===== src/rtl/ser_to_par_rx.sv =====
// ser_to_par_rx: serial-to-parallel frame receiver.
// Frame = start bit (0), WIDTH data bits, optional even-parity bit, stop bit (1).
// One bit is sampled per clock edge with ENABLE=1; the received word is held on
// OUT under a VALID/READY handshake, and framing/overrun errors pulse for one cycle.
// Optional feature macro: SER_RX_PARITY_CHECK_EN (adds an even-parity bit after the data).
module ser_to_par_rx #(
  parameter int WIDTH     = 4,
  parameter bit MSB_FIRST = 1'b1
) (
  input  logic             CLOCK,
  input  logic             RESET_N,
  input  logic             ENABLE,
  input  logic             SIN,
  output logic [WIDTH-1:0] OUT,
  output logic             VALID,
  input  logic             READY,
  output logic             FRAME_ERR,
  output logic             OVERRUN,
  output logic             BUSY
);

  localparam int CW = (WIDTH > 1) ? $clog2(WIDTH) : 1;
  localparam logic [CW-1:0] LAST_BIT = CW'(WIDTH - 1);

  typedef enum logic [2:0] {
    IDLE      = 3'd0,
    DATA      = 3'd1,
`ifdef SER_RX_PARITY_CHECK_EN
    PARITY    = 3'd2,
`endif
    STOP      = 3'd3,
    WAIT_IDLE = 3'd4
  } state_t;

  state_t           state, state_next;
  logic [CW-1:0]    cnt, cnt_next;
  logic [WIDTH-1:0] shift, shift_next;
  logic [WIDTH-1:0] shift_in;
  logic [WIDTH-1:0] out_reg, out_next;
  logic             valid, valid_next;
  logic             frame_err, frame_err_next;
  logic             overrun, overrun_next;

  // Shift direction decides whether the first data bit ends up in the MSB or LSB.
  generate
    if (MSB_FIRST) begin : g_msb_first
      assign shift_in = {shift[WIDTH-2:0], SIN};
    end else begin : g_lsb_first
      assign shift_in = {SIN, shift[WIDTH-1:1]};
    end
  endgenerate

  // State and datapath registers; reset discards any partial frame.
  always_ff @(posedge CLOCK or negedge RESET_N) begin
    if (!RESET_N) begin
      state     <= IDLE;
      cnt       <= '0;
      shift     <= '0;
      out_reg   <= '0;
      valid     <= 1'b0;
      frame_err <= 1'b0;
      overrun   <= 1'b0;
    end else begin
      state     <= state_next;
      cnt       <= cnt_next;
      shift     <= shift_next;
      out_reg   <= out_next;
      valid     <= valid_next;
      frame_err <= frame_err_next;
      overrun   <= overrun_next;
    end
  end

  // Next-state logic: handshake runs every cycle, the frame FSM only on enabled edges.
  always_comb begin
    state_next     = state;
    cnt_next       = cnt;
    shift_next     = shift;
    out_next       = out_reg;
    valid_next     = valid;
    frame_err_next = 1'b0;
    overrun_next   = 1'b0;

    // Consumer take is independent of the bit strobe.
    if (valid && READY) begin
      valid_next = 1'b0;
    end

    if (ENABLE) begin
      case (state)
        IDLE: begin
          if (!SIN) begin
            state_next = DATA;
            cnt_next   = '0;
          end
        end
        DATA: begin
          shift_next = shift_in;
          if (cnt == LAST_BIT) begin
            cnt_next = '0;
`ifdef SER_RX_PARITY_CHECK_EN
            state_next = PARITY;
`else
            state_next = STOP;
`endif
          end else begin
            cnt_next = cnt + 1'b1;
          end
        end
`ifdef SER_RX_PARITY_CHECK_EN
        PARITY: begin
          // Even parity: data ones plus parity bit must be even.
          if (SIN != (^shift)) begin
            frame_err_next = 1'b1;
            state_next     = WAIT_IDLE;
          end else begin
            state_next = STOP;
          end
        end
`endif
        STOP: begin
          if (SIN) begin
            state_next = IDLE;
            // A word can land if the holder is empty or being emptied this very edge.
            if (!valid || READY) begin
              out_next   = shift;
              valid_next = 1'b1;
            end else begin
              overrun_next = 1'b1;
            end
          end else begin
            frame_err_next = 1'b1;
            state_next     = WAIT_IDLE;
          end
        end
        WAIT_IDLE: begin
          // Hold off start detection until the line returns high (break guard).
          if (SIN) begin
            state_next = IDLE;
          end
        end
        default: begin
          state_next = IDLE;
        end
      endcase
    end
  end

  assign OUT       = out_reg;
  assign VALID     = valid;
  assign FRAME_ERR = frame_err;
  assign OVERRUN   = overrun;
  assign BUSY      = (state != IDLE);

endmodule


===== config.mk =====
export PLATFORM = sky130hd
export DESIGN_NAME = ser_to_par_rx
export DESIGN_NICKNAME = d
export VERILOG_FILES = /design/src/rtl/ser_to_par_rx.sv
export SDC_FILE = /design/constraint.sdc
export NUM_CORES = 1
export LEC_CHECK = 0
export CAP_MARGIN = 10
export CORE_MARGIN = 5
export CORE_UTILIZATION = 35
export DETAILED_ROUTE_END_ITERATION = 12
export SLEW_MARGIN = 20
export SYNTH_ARGS = -nofsm -noshare
export SYNTH_HDL_FRONTEND = slang
export SYNTH_SLANG_ARGS = --single-unit

===== constraint.sdc =====
create_clock -name CLOCK -period 3.2 [get_ports CLOCK]
set_input_delay 0.64 -clock CLOCK [delete_from_list [all_inputs] [get_ports CLOCK]]
set_output_delay 0.64 -clock CLOCK [all_outputs]
set_load 0.01 [all_outputs]

==> flow_metrics.env <==
export IMPL_worst_pin_slew_ps=689
export IMPL_core_area_sq_um=1900
export IMPL_syn_to_final_growth_pct=25.1
export IMPL_crit_chain="or3_2, clkdlybuf4s50_1"
export IMPL_clock_latency_ps=270
export IMPL_setup_violations_final=0
export IMPL_synthSimpleGateAreaFrac_pct=15.4
export IMPL_synth_compound_area_share_pct=7.34
export IMPL_status="complete, no violations"
export IMPL_drc=0
export IMPL_synth_top_family_by_area="simple AND/OR/NAND/NOR gates"
export IMPL_r2r_start="state[1]$_DFFE_PN0P_"
export IMPL_fp_dieArea_sq_um=2930
export IMPL_grt_max_degree=17
export IMPL_power_mw=0.670
export IMPL_dp_hpwl_um=795
export IMPL_clk_path_buf_depth=2
export IMPL_gr_total_overflow=0
export IMPL_endpoint="BUSY"
export IMPL_drtIter0Drc=10
export IMPL_peakVddDrop_uv=250
export IMPL_postCtsSetupBuffers=0
export IMPL_netlist_instances=49
export IMPL_cap_violations=0
export IMPL_htreeDepth=1
export IMPL_cp_required_ps=2560
export IMPL_r2r_end="shift[2]$_DFFE_PN0P_"
export IMPL_synth_area_leaders="dfrtp_1 (59%), mux2_4 (8.8%), mux2_2 (6.6%), a22o_1 (2.6%), nand3_4 (2.6%)"
export IMPL_slew_headroom_pct=53.9
export IMPL_grt_pass1_wl_mm=1.76
export IMPL_syn_cell_area_sq_um=682
export IMPL_path_class="reg -> out"
export IMPL_cts_hold_buf=0
export IMPL_avgViaCountPerCell=4.43
export IMPL_power_density_nw_per_um2=785
export IMPL_cts_inserted_buffers=3
export IMPL_wl_mm=1.04
export IMPL_cp_end_kind="output pin"
export IMPL_slew_viol_final=0
export IMPL_nets=71
export IMPL_avgSynthCellArea_sq_um=13.9
export IMPL_die_h_um=54.1
export IMPL_worst_path_largest_cell_delay_ps=490
export IMPL_ios=13
export IMPL_antenna_cells=0
export IMPL_yosysTopAreaCell="dfrtp_1"
export IMPL_synth_cell_type_count=21
export IMPL_antenna_found_initial=0
export IMPL_hold_class="reg -> reg"
export IMPL_synthAdderAreaFrac_pct=1.83
export IMPL_seq_area_frac_synth_pct=58.7
export IMPL_rsz0062_at_grt="false"
export IMPL_initial_utilization_pct=35.9
export IMPL_clk_pin_slew_worst_paths_ps=90
export IMPL_rows=16
export IMPL_post_route_period_util_pct=72.1
export IMPL_synth_xor_area_share_pct=0
export IMPL_gp_congestion=0.660
export IMPL_synth_top_area_share_pct=58.7
export IMPL_io_buffers=12
export IMPL_timing_final_hold_violations=0
export IMPL_fmax_mhz=434
export IMPL_reg2regPathDepth=2
export IMPL_track_usage_pct=8.71
export IMPL_finalCriticalPeriod_ps=2310
export IMPL_cp_num_buf_inv=1
export IMPL_final_layout_size_suffix_gt1_share_pct=22.2
export IMPL_cp_arrival_ps=1670
export IMPL_clock_sinks=16
export IMPL_whs_ps=515
export IMPL_yosys_mux_area_fraction_pct=15.4
export IMPL_crit_path_start="state[1]$_DFFE_PN0P_"
export IMPL_skew_ps=2.62
export IMPL_worst_path_max_fanout=7
export IMPL_power_leakage_nw=0.384
export IMPL_wire_per_inst_um=11.6
export IMPL_ant_nets=0
export IMPL_ys_warn_count=0
export IMPL_cp_slowest_cell="clkdlybuf4s50_1"
export IMPL_crit_cells=2
export IMPL_ys_seq_elements=16
export IMPL_synth_fp_nets=55
export IMPL_crit_family="buffers and inverters"
export IMPL_tritoncts="built"
export IMPL_cts_root_buf="clkbuf_4"
export IMPL_ctsResizeCount=0
export IMPL_cp_start_kind="flip-flop"
export IMPL_grt_pass1_vias=394
export IMPL_via_count=399
export IMPL_fin_tns_setup_ps=0
export IMPL_fp_dieW_um=54.1
export IMPL_reg2reg_slack_ps=1830
export IMPL_drtPass1Iterations=3
==> state kept, by name, indices dropped and copies added, names as in the netlist <==
signal,cells
FRAME_ERR,1
OUT,4
OVERRUN,1
VALID,1
cnt,2
shift,4
state,3
==> where the power goes <==
| group | total (mW) | internal [mW] | switching [mW] |
|---|---|---|---|
| combinational | 0.243 | 0.160 | 0.0836 |
| sequential | 0.328 | 0.277 | 0.0510 |
| clock | 0.0995 | 0.0435 | 0.0560 |
==> worst reg2reg max path, delay by kind of cell, from the launching register on <==
kind	cells	cell delay, ps
flip-flops	1	450
multiplexers	1	370
AND/OR/NAND/NOR	1	440
==> stage by stage <==
step / std cells / worst slack [ps] / utilization [%] / instance area [sq um]
6_report: 90 / 893 / 44.9 / 853
4_1_cts: 90 / 879 / 44.9 / 853
2_1_floorplan: 49 / 1660 / - / 682
5_1_grt: 90 / 813 / 44.9 / 853
3_3_place_gp: 87 / 1140 / 43.7 / 831
3_5_place_dp: 87 / 1100 / 43.7 / 831
==> logic make-up after synthesis <==
family,Yosys count
flip-flops,16
AND/OR/NAND/NOR,15
buffers and inverters,2
AO/OA/AOI/OAI,7
multiplexers,8
adder cells (fa/ha/maj),1
==> routing by layer <==
metal  GRT usage (%)  routed length, um  vias up
met5               0                  0        -
met4            6.22                 19        0
met3            2.49                 27        2
met2            12.4                491        7
met1            11.2                503      188
li1                -                  -      202
==> cells in the final DEF (no fill, tap or decap), drive strengths merged <==
cell and instances:
dfrtp 16, clkdlybuf4s50 12, mux2 8, nand2 3, nor2 3, clkbuf 3
nor2b 2, a22o 2, o21ai 2, nand3 2, or3 1, and4b 1
or2b 1, and4bb 1, o31ai 1, a21o 1, nand2b 1, o21a 1
inv 1, ha 1
==> synthesized netlist by cell type, drive strengths merged <==
library cell / instances
nand3: 2
nand2: 3
mux2: 8
nor2: 3
a22o: 2
dfrtp: 16
buf: 1
o21a: 1
ha: 1
and4b: 1
nand2b: 1
or3: 1
and4bb: 1
or2b: 1
inv: 1
o21ai: 2
nor2b: 2
a21o: 1
o31ai: 1
==> worst min-delay path by stage <==
| stage | start | end | slack (ps) | depth (start not counted) |
|---|---|---|---|---|
| 2_1_floorplan | RESET_N | FRAME_ERR$_DFF_PN0_ | 340 | 0 |
| 3_3_place_gp | OUT[3]$_DFFE_PN0P_ | OUT[3]$_DFFE_PN0P_ | 490 | 1 |
| 3_5_place_dp | OUT[1]$_DFFE_PN0P_ | OUT[1]$_DFFE_PN0P_ | 490 | 1 |
| 4_1_cts | OUT[1]$_DFFE_PN0P_ | OUT[1]$_DFFE_PN0P_ | 520 | 1 |
| 5_1_grt | OUT[0]$_DFFE_PN0P_ | OUT[0]$_DFFE_PN0P_ | 530 | 1 |
| 6_report | OUT[0]$_DFFE_PN0P_ | OUT[0]$_DFFE_PN0P_ | 510 | 1 |
==> area by class of cell <==
type                    count  area [sq um]
fillers                   181          1050
flip-flops and latches     16           400
multi-input cells          31           273
repair buffers             12           120
well taps                  27          33.8
clock buffers               3          22.5
inverters                   1          3.75
Note: power is estimated with default switching activity, not from simulation.
